==> src/rtl/serial_2of5_encoder_pkg.sv <==
// ============================================================================
// Module   : SerialTOFEDDefs_2of5 (package)
// Purpose  : Shared 2-of-5 serial TOFED definitions: sizes, states, code table
// Revision : 1.0
// ============================================================================
`default_nettype none

package SerialTOFEDDefs_2of5;

  localparam int FBIBBLE_SIZE   = 5;
  localparam int ONESPERFBIBBLE = 2;

  typedef logic bool_t;

  typedef enum logic [0:0] {
    ENC_IDLE  = 1'b0,
    ENC_SHIFT = 1'b1
  } enc_state_t;

  // Weights 7-4-2-1-0, MSB first; zero uses the 7+4 pair.
  localparam logic [FBIBBLE_SIZE-1:0] TWOOF5_TABLE [10] = '{
    5'b11000, 5'b00011, 5'b00101, 5'b00110, 5'b01001,
    5'b01010, 5'b01100, 5'b10001, 5'b10010, 5'b10100
  };

  function automatic bool_t is_bcd(input logic [3:0] digit);
    return (digit <= 4'd9);
  endfunction

endpackage

`default_nettype wire

==> src/rtl/serial_2of5_encoder_encode.sv <==
// ============================================================================
// Module   : twoof5_encode
// Purpose  : Combinational BCD digit to 2-of-5 codeword lookup with valid flag
// Revision : 1.0
// ============================================================================
`default_nettype none

module twoof5_encode
  import SerialTOFEDDefs_2of5::*;
(
  input  logic [3:0]              digit_i,
  output logic [FBIBBLE_SIZE-1:0] codeword_o,
  output logic                    valid_o
);

  logic [3:0] idx_w;

  always_comb begin
    valid_o    = is_bcd(digit_i);
    idx_w      = valid_o ? digit_i : 4'd0;
    codeword_o = valid_o ? TWOOF5_TABLE[idx_w] : '0;
  end

endmodule

`default_nettype wire

==> src/rtl/serial_2of5_encoder.sv <==
// ============================================================================
// Module   : serial_2of5_encoder
// Purpose  : Accepts BCD digits over valid/ready and streams gapless 2-of-5
//            codewords MSB first. Optional macro TOFED_ERR_INJECT_EN adds the
//            inject_err port that flips the LSB of a loaded codeword.
// Revision : 1.0
// ============================================================================
`default_nettype none

module serial_2of5_encoder
  import SerialTOFEDDefs_2of5::*;
(
  input  logic       clk,
  input  logic       resetL,
  input  logic [3:0] digit_in,
  input  logic       digit_valid,
`ifdef TOFED_ERR_INJECT_EN
  input  logic       inject_err,
`endif
  output logic       digit_ready,
  output logic       serialOut,
  output logic       serialValid,
  output logic       frameStart,
  output logic       bcd_err
);

  localparam logic [2:0] LAST_BIT = 3'(FBIBBLE_SIZE - 1);

  enc_state_t              state_q, state_d;
  logic [2:0]              cnt_q, cnt_d;
  logic [FBIBBLE_SIZE-1:0] shreg_q, shreg_d;
  logic                    serial_out_q, serial_out_d;
  logic                    serial_valid_q, serial_valid_d;
  logic                    frame_start_q, frame_start_d;
  logic                    bcd_err_q, bcd_err_d;

  logic [FBIBBLE_SIZE-1:0] enc_code_w;
  logic                    enc_valid_w;
  logic [FBIBBLE_SIZE-1:0] load_word_w;
  logic                    inj_w;
  logic                    xfer_w;
  logic                    load_w;

  twoof5_encode u_encode (
    .digit_i    (digit_in),
    .codeword_o (enc_code_w),
    .valid_o    (enc_valid_w)
  );

`ifdef TOFED_ERR_INJECT_EN
  assign inj_w = inject_err;
`else
  assign inj_w = 1'b0;
`endif

  assign load_word_w = enc_code_w ^ {{(FBIBBLE_SIZE-1){1'b0}}, inj_w};

  // Ready in the last bit slot lets the next codeword follow with no gap.
  assign digit_ready = (state_q == ENC_IDLE) ||
                       ((state_q == ENC_SHIFT) && (cnt_q == LAST_BIT));
  assign xfer_w      = digit_valid && digit_ready;

  always_comb begin
    state_d   = state_q;
    cnt_d     = cnt_q;
    shreg_d   = shreg_q;
    bcd_err_d = 1'b0;
    load_w    = 1'b0;

    case (state_q)
      ENC_IDLE: begin
        if (xfer_w) begin
          if (enc_valid_w) load_w    = 1'b1;
          else             bcd_err_d = 1'b1;
        end
      end
      ENC_SHIFT: begin
        if (cnt_q != LAST_BIT) begin
          shreg_d = shreg_q << 1;
          cnt_d   = cnt_q + 3'd1;
        end else if (xfer_w && enc_valid_w) begin
          load_w = 1'b1;
        end else begin
          bcd_err_d = xfer_w;
          state_d   = ENC_IDLE;
          cnt_d     = 3'd0;
          shreg_d   = '0;
        end
      end
      default: begin
        state_d = ENC_IDLE;
        cnt_d   = 3'd0;
        shreg_d = '0;
      end
    endcase

    if (load_w) begin
      state_d = ENC_SHIFT;
      cnt_d   = 3'd0;
      shreg_d = load_word_w;
    end

    serial_valid_d = (state_d == ENC_SHIFT);
    serial_out_d   = serial_valid_d && shreg_d[FBIBBLE_SIZE-1];
    frame_start_d  = serial_valid_d && (cnt_d == 3'd0);
  end

  always_ff @(posedge clk or negedge resetL) begin
    if (!resetL) begin
      state_q        <= ENC_IDLE;
      cnt_q          <= 3'd0;
      shreg_q        <= '0;
      serial_out_q   <= 1'b0;
      serial_valid_q <= 1'b0;
      frame_start_q  <= 1'b0;
      bcd_err_q      <= 1'b0;
    end else begin
      state_q        <= state_d;
      cnt_q          <= cnt_d;
      shreg_q        <= shreg_d;
      serial_out_q   <= serial_out_d;
      serial_valid_q <= serial_valid_d;
      frame_start_q  <= frame_start_d;
      bcd_err_q      <= bcd_err_d;
    end
  end

  assign serialOut   = serial_out_q;
  assign serialValid = serial_valid_q;
  assign frameStart  = frame_start_q;
  assign bcd_err     = bcd_err_q;

  // Every codeword committed to the line is legal unless deliberately corrupted.
  a_ones_count : assert property (
    @(posedge clk) disable iff (!resetL)
      load_w |-> (inj_w || ($countones(load_word_w) == ONESPERFBIBBLE))
  );

endmodule

`default_nettype wire

==> config.mk <==
export PLATFORM = sky130hd
export DESIGN_NAME = serial_2of5_encoder
export DESIGN_NICKNAME = d
export VERILOG_FILES = /design/src/rtl/serial_2of5_encoder_pkg.sv /design/src/rtl/serial_2of5_encoder_encode.sv /design/src/rtl/serial_2of5_encoder.sv
export SDC_FILE = /design/constraint.sdc
export NUM_CORES = 1
export LEC_CHECK = 0
export ABC_AREA = 1
export CAP_MARGIN = 30
export CORE_UTILIZATION = 54
export DETAILED_ROUTE_END_ITERATION = 16
export PLACE_DENSITY = 0.76
export RECOVER_POWER = 50
export SYNTH_ARGS = -nofsm -noshare
export SYNTH_HDL_FRONTEND = slang
export SYNTH_HIERARCHICAL = 1
export SYNTH_SLANG_ARGS = --single-unit
==> constraint.sdc <==
create_clock -name clk -period 2.2 [get_ports clk]
set_clock_uncertainty 0.15 [all_clocks]
set_input_delay 0.44 -clock clk [delete_from_list [all_inputs] [get_ports clk]]
set_output_delay 0.44 -clock clk [all_outputs]
set_load 0.005 [all_outputs]
[After elaboration in Yosys (flattened, before gate mapping)]
Memory sizes are Yosys's and may differ from the RTL's.
Cells that the tools add are included.
Operators by class
  eq/ne operators: 3
  bitwise operators: 2
  magnitude comparators: 2
  reductions and logical operators: 9
  muxes and demuxes: 25
  $add $sub $neg: 1
Operator list (number)
  $mux 5: 7
  $mux 3: 4
  $mux 1: 11
  $ne 3x3->1 const B: 2
  $ge 5x5->1 const B: 1
  $logic_and 1x1->1: 5
  $not 4->5: 1
  $le 4x4->1 const B: 1
  $mux 4: 1
  $pmux 1 s2: 2
  $add 3x1->3 const B: 1
  $eq 3x3->1 const B: 1
  $logic_not 3->1: 1
  $reduce_and 2->1: 1
  $reduce_bool 2->1: 1
  $logic_or 1x1->1: 1
  $not 1->1: 1
Storage, ports and cells
  output and inout bits: 5
  flip-flop bits (word level): 12
  memories: 1
  logic and storage cells: 50
  bits in read-only memories: 80
  input bits: 7
Memory list
  (name not given): depth 16, bits a word 5, read ports 1, clocked after Yosys merged registers in 0, write ports 0, line serial_2of5_encoder_encode.sv:21  | codeword_o = valid_o ? TWOOF5_TABLE[idx_w] : '0;

[Depth between registers and ports, before layout]
Gate-level depths: netlist of the first run.
  depth in word-level cells: 11
  depth in mapped cells: 10
  mapped depth without buffers: 10

[Cells and area by module]
The synthesis of the first run kept the hierarchy.
Modules (own cells, without submodules)
  serial_2of5_encoder: times used 1, cells an instance 68, sequential area each 300.3 µm², area an instance 593.1 µm²
  twoof5_encode: times used 1, cells an instance 31, sequential area each 0.0 µm², area an instance 155.1 µm²

[Worst setup path after synthesis of the first run]
OpenSTA, ideal clock, no wires.
  path type: in2reg
  start: input port digit_in[1]
  end: register shreg_q[0]
  data arrival time: 1453 ps
  required time: 1974 ps
  stages on the path: 8
  path slack: 520 ps
  path buffers: 0
  setup time: 76 ps
  cell sequence: o21ai_1 > nand2_1 > ha_1 > a21oi_1 > o21ai_1 > inv_1 > nand2_1 > o21ai_1
On the way
  word-level cells in the longest chain between the ends: 8
  elaborated cells on any way between the ends: 17
  those cells by class: order compare: 1; eq/ne: 1; mux: 10; bitwise: 1; reduce/logical: 3; memory: 1
Ends and longest elaborated chain
  start: declaration: line serial_2of5_encoder.sv:15  | input logic [3:0] digit_in,
  $le 4x4->1: line serial_2of5_encoder_pkg.sv:27  | return (digit <= 4'd9);
  $mux 4: line serial_2of5_encoder_encode.sv:20  | idx_w = valid_o ? digit_i : 4'd0;
  $not 4->5 (implied by the code): line serial_2of5_encoder_encode.sv:21
  $mem_v2 16x5
  $mux 5 (implied by the code) (2 in a row): line serial_2of5_encoder_encode.sv:21
  $mux 5 *: line serial_2of5_encoder_encode.sv:21
  named net enc_code_w[0]: line serial_2of5_encoder.sv:37  | logic [FBIBBLE_SIZE-1:0] enc_code_w;
  $mux 5 *: line serial_2of5_encoder.sv:97  | if (load_w) begin
  end signal: assignment: line serial_2of5_encoder.sv:120  | shreg_q <= shreg_d;
  end: declaration: line serial_2of5_encoder.sv:31  | logic [FBIBBLE_SIZE-1:0] shreg_q, shreg_d;
Mark *: on every way through the listed nets, which the timed path passes. The rest lies on a longest branch. The select of a mux whose other input is x is not followed.
A chain may end at the register's enable or synchronous reset.

[Worst setup path after layout of the first run]
  start: input port digit_in[3]
  end: register shreg_q[0]
On the way
  word-level cells in the longest chain between the ends: 8
  elaborated cells on any way between the ends: 17
  those cells by class: order compare: 1; eq/ne: 1; mux: 10; bitwise: 1; reduce/logical: 3; memory: 1
Ends and longest elaborated chain
  $le 4x4->1 *: line serial_2of5_encoder_pkg.sv:27
  named net enc_valid_w: line serial_2of5_encoder.sv:38  | logic enc_valid_w;
  $mux 4: line serial_2of5_encoder_encode.sv:20
  $not 4->5 (implied by the code): line serial_2of5_encoder_encode.sv:21
  $mem_v2 16x5
  $mux 5 (implied by the code) (2 in a row): line serial_2of5_encoder_encode.sv:21
  $mux 5 *: line serial_2of5_encoder_encode.sv:21
  named net enc_code_w[0]: line serial_2of5_encoder.sv:37
  $mux 5 *: line serial_2of5_encoder.sv:97
Marks and branches as above.

==> results of run 1 <==
worst min path at each step:
stage / start / to / cells past startpoint
2_1_floorplan: resetL / bcd_err$_DFF_PN0_ / 0
3_3_place_gp: shreg_q[3]$_DFFE_PN0P_ / shreg_q[3]$_DFFE_PN0P_ / 2
3_5_place_dp: shreg_q[3]$_DFFE_PN0P_ / shreg_q[3]$_DFFE_PN0P_ / 2
4_1_cts: shreg_q[3]$_DFFE_PN0P_ / shreg_q[3]$_DFFE_PN0P_ / 2
5_1_grt: shreg_q[2]$_DFFE_PN0P_ / shreg_q[3]$_DFFE_PN0P_ / 2
6_report: shreg_q[3]$_DFFE_PN0P_ / shreg_q[3]$_DFFE_PN0P_ / 2
what timing repair did:
action / 4_1_cts / 5_1_grt
endpoints found under the setup margin: 1 / 1
endpoints found under the hold margin: 0 / 0
setup buffers: 2 / 1
gates cloned: 0 / 0
gates resized for setup: 0 / 3
synthesized netlist by cell type (all sizes together):
cell    count  share of area
nand4       1         0.0084
o21ai       8          0.059
a31oi       1         0.0084
clkinv      1         0.0050
o31ai       1          0.010
a21oi       7          0.057
dfrtp      12           0.40
o211ai      1          0.010
nor2       10          0.057
a211oi      1          0.010
nand3       4          0.043
nand2      31           0.18
or2         1         0.0084
inv        16          0.080
ha          4          0.067
power by group:
group / internal (mW) / total (mW) / leakage, nW / switching [mW]
Clock: 0.101 / 0.180 / 0.0210 / 0.0791
Sequential: 0.304 / 0.365 / 0.154 / 0.0607
Combinational: 0.267 / 0.559 / 0.344 / 0.293
Total: 0.672 / 1.10 / 0.519 / 0.433
layer usage:
metal | track usage | up-vias
met5 | 0 | -
met4 | 0.1293 | 0
met3 | 0.05202 | 3
met2 | 0.4583 | 21
met1 | 0.2837 | 322
li1 | - | 363
metrics by stage:
| stage | area (um^2) | setup WS (ns) | hold WS, ns |
|---|---|---|---|
| floorplan | 748.2 | 0.5204 | -0.005591 |
| global placement | 922.1 | 0.05997 | 0.3151 |
| detailed placement | 922.1 | 0.05328 | 0.3171 |
| CTS | 973.4 | 0.03802 | 0.3352 |
| global route | 985.9 | 0.08517 | 0.3670 |
| finish | 985.9 | 0.2382 | 0.3338 |
flip-flops by register name, indices dropped and copies added (netlist names):
signal and cells:
cnt_q 3, serialValid 1, frameStart 1, shreg_q 5, bcd_err 1, serialOut 1
critical path, delay by kind of cell:
kind	cells	cell delay, ns
compound gates	4	0.46
buf+inv	2	0.66
fa+ha+maj	1	0.28
simple gates	2	0.18
area by class of cell:
class	instances	area, um^2
Tap cell	15	18.77
Inverter	17	63.81
Fill cell	92	315.3
Timing Repair Buffer	20	180.2
Sequential cell	12	300.3
Clock buffer	4	36.28
Multi-Input combinational cell	70	386.6
cell families (layout without fill, tap and decap cells):
logic type,Yosys count,in the layout,synth area share
adder cells (fa/ha/maj),4,4,0.06689
flip-flops,12,12,0.4013
buffers and inverters,17,41,0.08528
AO/OA/AOI/OAI,19,19,0.1539
AND/OR/NAND/NOR,47,47,0.2927
==> results.yml, run 1 <==
critical_path:
  criticalPathCategory: "in -> reg"
  path_max_fanout: 6
  crit_path_start_kind: "input pin"
  reg2reg_slack_ns: 0.55
  rr_startpoint: "cnt_q[1]$_DFF_PN0_"
  cp-end-kind: "flip-flop"
  cp_cell_sequence: "dlygate4sd3_1 > o21ai_0 > nand2_1 > ha_1 > a21oi_1 > o21ai_1 > inv_1 > nand2_1 > o21ai_1"
  crit_start: "digit_in[3]"
  critPathRequiredTime_ns: 2.26
  endpoint: "shreg_q[0]$_DFFE_PN0P_"
  r2r-end: "serialOut$_DFF_PN0_"
  slowest_delay_ns: 0.61
  crit_slowest_cell: "dlygate4sd3_1"
  rr_worst_depth: 11
  critPathArrivalTime_ns: 2.02
global_route:
  antenna_found_initial: 0
  overflow: 0
  grt_first_pass_wirelength_um: 2566
  grt_use_total: 0.2575
  grt_max_degree: 13
  grt_pass1_vias: 638
layout:
  layout.cells.non_filler: 138
  nNetsFinal: 135
  diodes: 0
  mostFrequentLayoutCells: "nand2_1 (27), dfrtp_1 (12), inv_1 (10)"
  layout_commonest_cell: "nand2_1"
  postLayoutCoreUtil: 0.7577
  syn_to_final_growth_pct: 31.77
  drive_gt1_frac: 0.2439
clock_tree:
  hold_buffers: 0
  tritoncts: "yes"
  clk_pin_slew_ns: 0.08
  cts.sinks: 12
  cts_htree_levels: 1
  cts_root_buf: "clkbuf_4"
  numCtsBuffers: 3
  insertion_delay_ns: 0.28
  clock_path_buffers: 2
floorplanning:
  die_h_um: 39.23
  dieArea_um2: 1539
  core_area_um2: 1301
  pin_count: 12
  fp.dieW_um: 39.23
  rows: 13
  start_util: 0.5750
routing:
  m1WireLength_um: 631
  routed_via_density: 5.138
  post_drt_wl_per_cell_um: 11.00
  drt_first_iter_violations: 13
  wl_met3_um: 57
  wl_met2_um: 804
  highest_layer: "met4"
  totalWireLength_um: 1518
  drc: 1
  drtPass1Iterations: 10
  vias: 709
  ant_nets: 0
logic_synthesis:
  yosysSeqAreaShare: 0.4013
  syn_area_per_cell_um2: 7.558
  syn_inst: 99
  syn_nets: 110
  synth-seq-cells: 12
  synth.distinct_cells: 23
  yosys_warnings: 6
  synth_area_um2: 748.2
sta:
  hold_violations: 0
  timing.final.crit_share: 0.8917
  max_freq_mhz: 509.7
  tightest_slew_ns: 0.5303
  relSlewSlack: 0.6453
  setup_violations: 0
  slew_viol_final: 0
  post-route-min-period_ns: 1.962
  rsz0062_at_grt: "no"
  fin_tns_setup_ns: 0
power_and_ir_drop:
  finalPower_mw: 1.104
  power.density_nw_per_um2: 1120
  peakVddDrop_uv: 449.6
  leakage_nw: 0.5189
status:
  outcome: "complete, but fails checks"
  failed_checks: "DRC"
placement:
  place.gp.congestion: 0.7178
  dpl.cell_count: 131
  hpwlAfterDp_um: 1154
  port_buffers: 11
hold_path:
  min_path_type: "reg -> reg"
run:
  maxCapViolations: 0
Power figures use the tool's default switching activity.
==> run 2: changes to the inputs <==
Settings changed: CORE_MARGIN set to 4.
==> run 2 against run 1 <==
Compared with the run above: the run now ends clean; sequential cell count unchanged; die area increased by 33%; total power decreased by 2.1%; sequential power about the same; global-route usage decreased by 7.5 points; clock power about the same; critical endpoint is now serialValid.
==> results.yml, run 2 (same netlist as run 1, synthesis figures left out) <==
status:
  outcome: "complete, no violations"
layout:
  layout_commonest_cell: "nand2_1"
  drive_gt1_frac: 0.2149
  diodes: 0
  regMostFlops: "shreg_q"
  nNetsFinal: 133
  mostFrequentLayoutCells: "nand2_1 (27), dfrtp_1 (12), inv_1 (11)"
  final_area_um2: 968.4
  largest_reg_flops: 5
  reg.largest.list: "shreg_q x5, cnt_q x3"
  syn_to_final_growth_pct: 29.43
global_route:
  grt_use_met3: 0.01195
  use_met1: 0.1796
  grt_max_degree: 13
  grt_pass1_vias: 655
  antenna_found_initial: 0
  grt_first_pass_wirelength_um: 2608
  met2_usage: 0.3277
  grt_use_total: 0.1823
  overflow: 0
  busiest_layer: "met2"
clock_tree:
  clock_path_buffers: 2
  insertion_delay_ns: 0.28
  clk_pin_slew_ns: 0.07
  numCtsBuffers: 3
  cts.sinks: 12
  hold_buffers: 0
  tritoncts: "yes"
  cts_htree_levels: 1
  cts_root_buf: "clkbuf_4"
critical_path:
  critPathArrivalTime_ns: 1.36
  slowest_delay_ns: 0.56
  criticalPathCategory: "reg -> out"
  cp-end-kind: "output port"
  path_max_fanout: 7
  endpoint: "serialValid"
  path_depth: 1
  rr_startpoint: "cnt_q[0]$_DFF_PN0_"
  crit_buf_inv: 1
  crit_path_start_kind: "flip-flop"
  critical-path-top-delay-family: "buffers and inverters"
  critPathRequiredTime_ns: 1.61
  crit_slowest_cell: "clkdlybuf4s50_1"
  rr_worst_depth: 10
  crit_start: "serialValid$_DFF_PN0_"
  reg2reg_slack_ns: 0.63
  cp_cell_sequence: "clkdlybuf4s50_1"
  r2r-end: "frameStart$_DFF_PN0_"
sta:
  hold_violations: 0
  post-route-min-period_ns: 1.954
  fin_tns_setup_ns: 0
  max_freq_mhz: 511.9
  tightest_slew_ns: 0.5270
  rsz0062_at_grt: "no"
  slew_viol_final: 0
  relSlewSlack: 0.6475
  setup_violations: 0
  timing.final.crit_share: 0.8880
hold_path:
  hold_start: "shreg_q[3]$_DFFE_PN0P_"
  min_path_type: "reg -> reg"
power_and_ir_drop:
  peakVddDrop_uv: 482.3
  seqPwrFrac: 0.339
  p_switching_uw: 439.0
  switching_share: 0.4062
  power_frac_comb: 0.497
  p_int_uw: 641.8
  power_frac_clock: 0.164
  power.density_nw_per_um2: 1116
  leakage_nw: 0.5140
routing:
  drc: 0
  totalWireLength_um: 1672
  ant_nets: 0
  routed_via_density: 5.169
  post_drt_wl_per_cell_um: 12.29
  drt_first_iter_violations: 7
  drtPass1Iterations: 4
  vias: 703
placement:
  placed_cell_area_um2: 922.1
  hpwlAfterDp_um: 1326
  place.gp.congestion: 0.8350
  port_buffers: 11
floorplanning:
  dieArea_um2: 2045
  die_h_um: 45.23
  start_util: 0.5750
  core_area_um2: 1301
  pin_count: 12
  fp.dieW_um: 45.23
  rows: 13
run:
  maxCapViolations: 0
## run 2: cell count changes in the layout (fill, tap and decap cells not counted), sizes merged
| cell | change |
|---|---|
| buf | -2 |
## run 2: worst min-delay path by stage
stage	cells past startpoint	endpoint
6_report	2	shreg_q[3]$_DFFE_PN0P_
5_1_grt	2	shreg_q[3]$_DFFE_PN0P_
4_1_cts	2	shreg_q[3]$_DFFE_PN0P_
3_5_place_dp	2	shreg_q[3]$_DFFE_PN0P_
3_3_place_gp	2	shreg_q[3]$_DFFE_PN0P_
2_1_floorplan	0	bcd_err$_DFF_PN0_
## run 2: layout make-up
type | instances | area, um^2
sequential | 12 | 300.3
tap | 15 | 18.77
inverter | 17 | 63.81
clock buffer | 4 | 36.28
fill | 97 | 332.8
multi-input combinational | 70 | 384.1
timing repair buffer | 18 | 165.2
## run 2: timing repair
action | in CTS | in global routing
resized for setup | 0 | 1
setup endpoints to repair | 1 | 1
buffers inserted | 1 | 0
gates cloned | 0 | 0
## run 2: stage by stage
stage                     setup WS, ns  hold slack [ns]  total power [mW]  std cells  utilization
final                           0.2465           0.3279             1.081        136       0.7442
after global routing            0.1720           0.3486             1.153        136       0.7442
after global placement         0.09957           0.3118            0.8737        131       0.7087
after CTS                     0.007137           0.3312             1.096        136       0.7423
after floorplan                 0.5204        -0.005591            0.7161         99            -
after detailed placement       0.01964           0.3132            0.8998        131       0.7087
## run 2: power by group through the flow
stage	registers (mW)	logic, mW	clock network (mW)
after floorplan	0.361	0.355	0
after global placement	0.371	0.503	0
after detailed placement	0.373	0.527	0
after CTS	0.365	0.554	0.177
after global routing	0.373	0.597	0.183
final	0.366	0.537	0.178
## run 2: per-layer routing
layer  part of all wire  up-vias
li1                   -      359
met1               0.41      324
met2               0.53       14
met3              0.022        6
met4              0.037        0
met5                  0        -
==> run 3: changes to the inputs <==
Settings changed: REMOVE_ABC_BUFFERS set to 1.
==> results of run 3 <==
Final layout, timing and power as in run 2 (identical DEF).
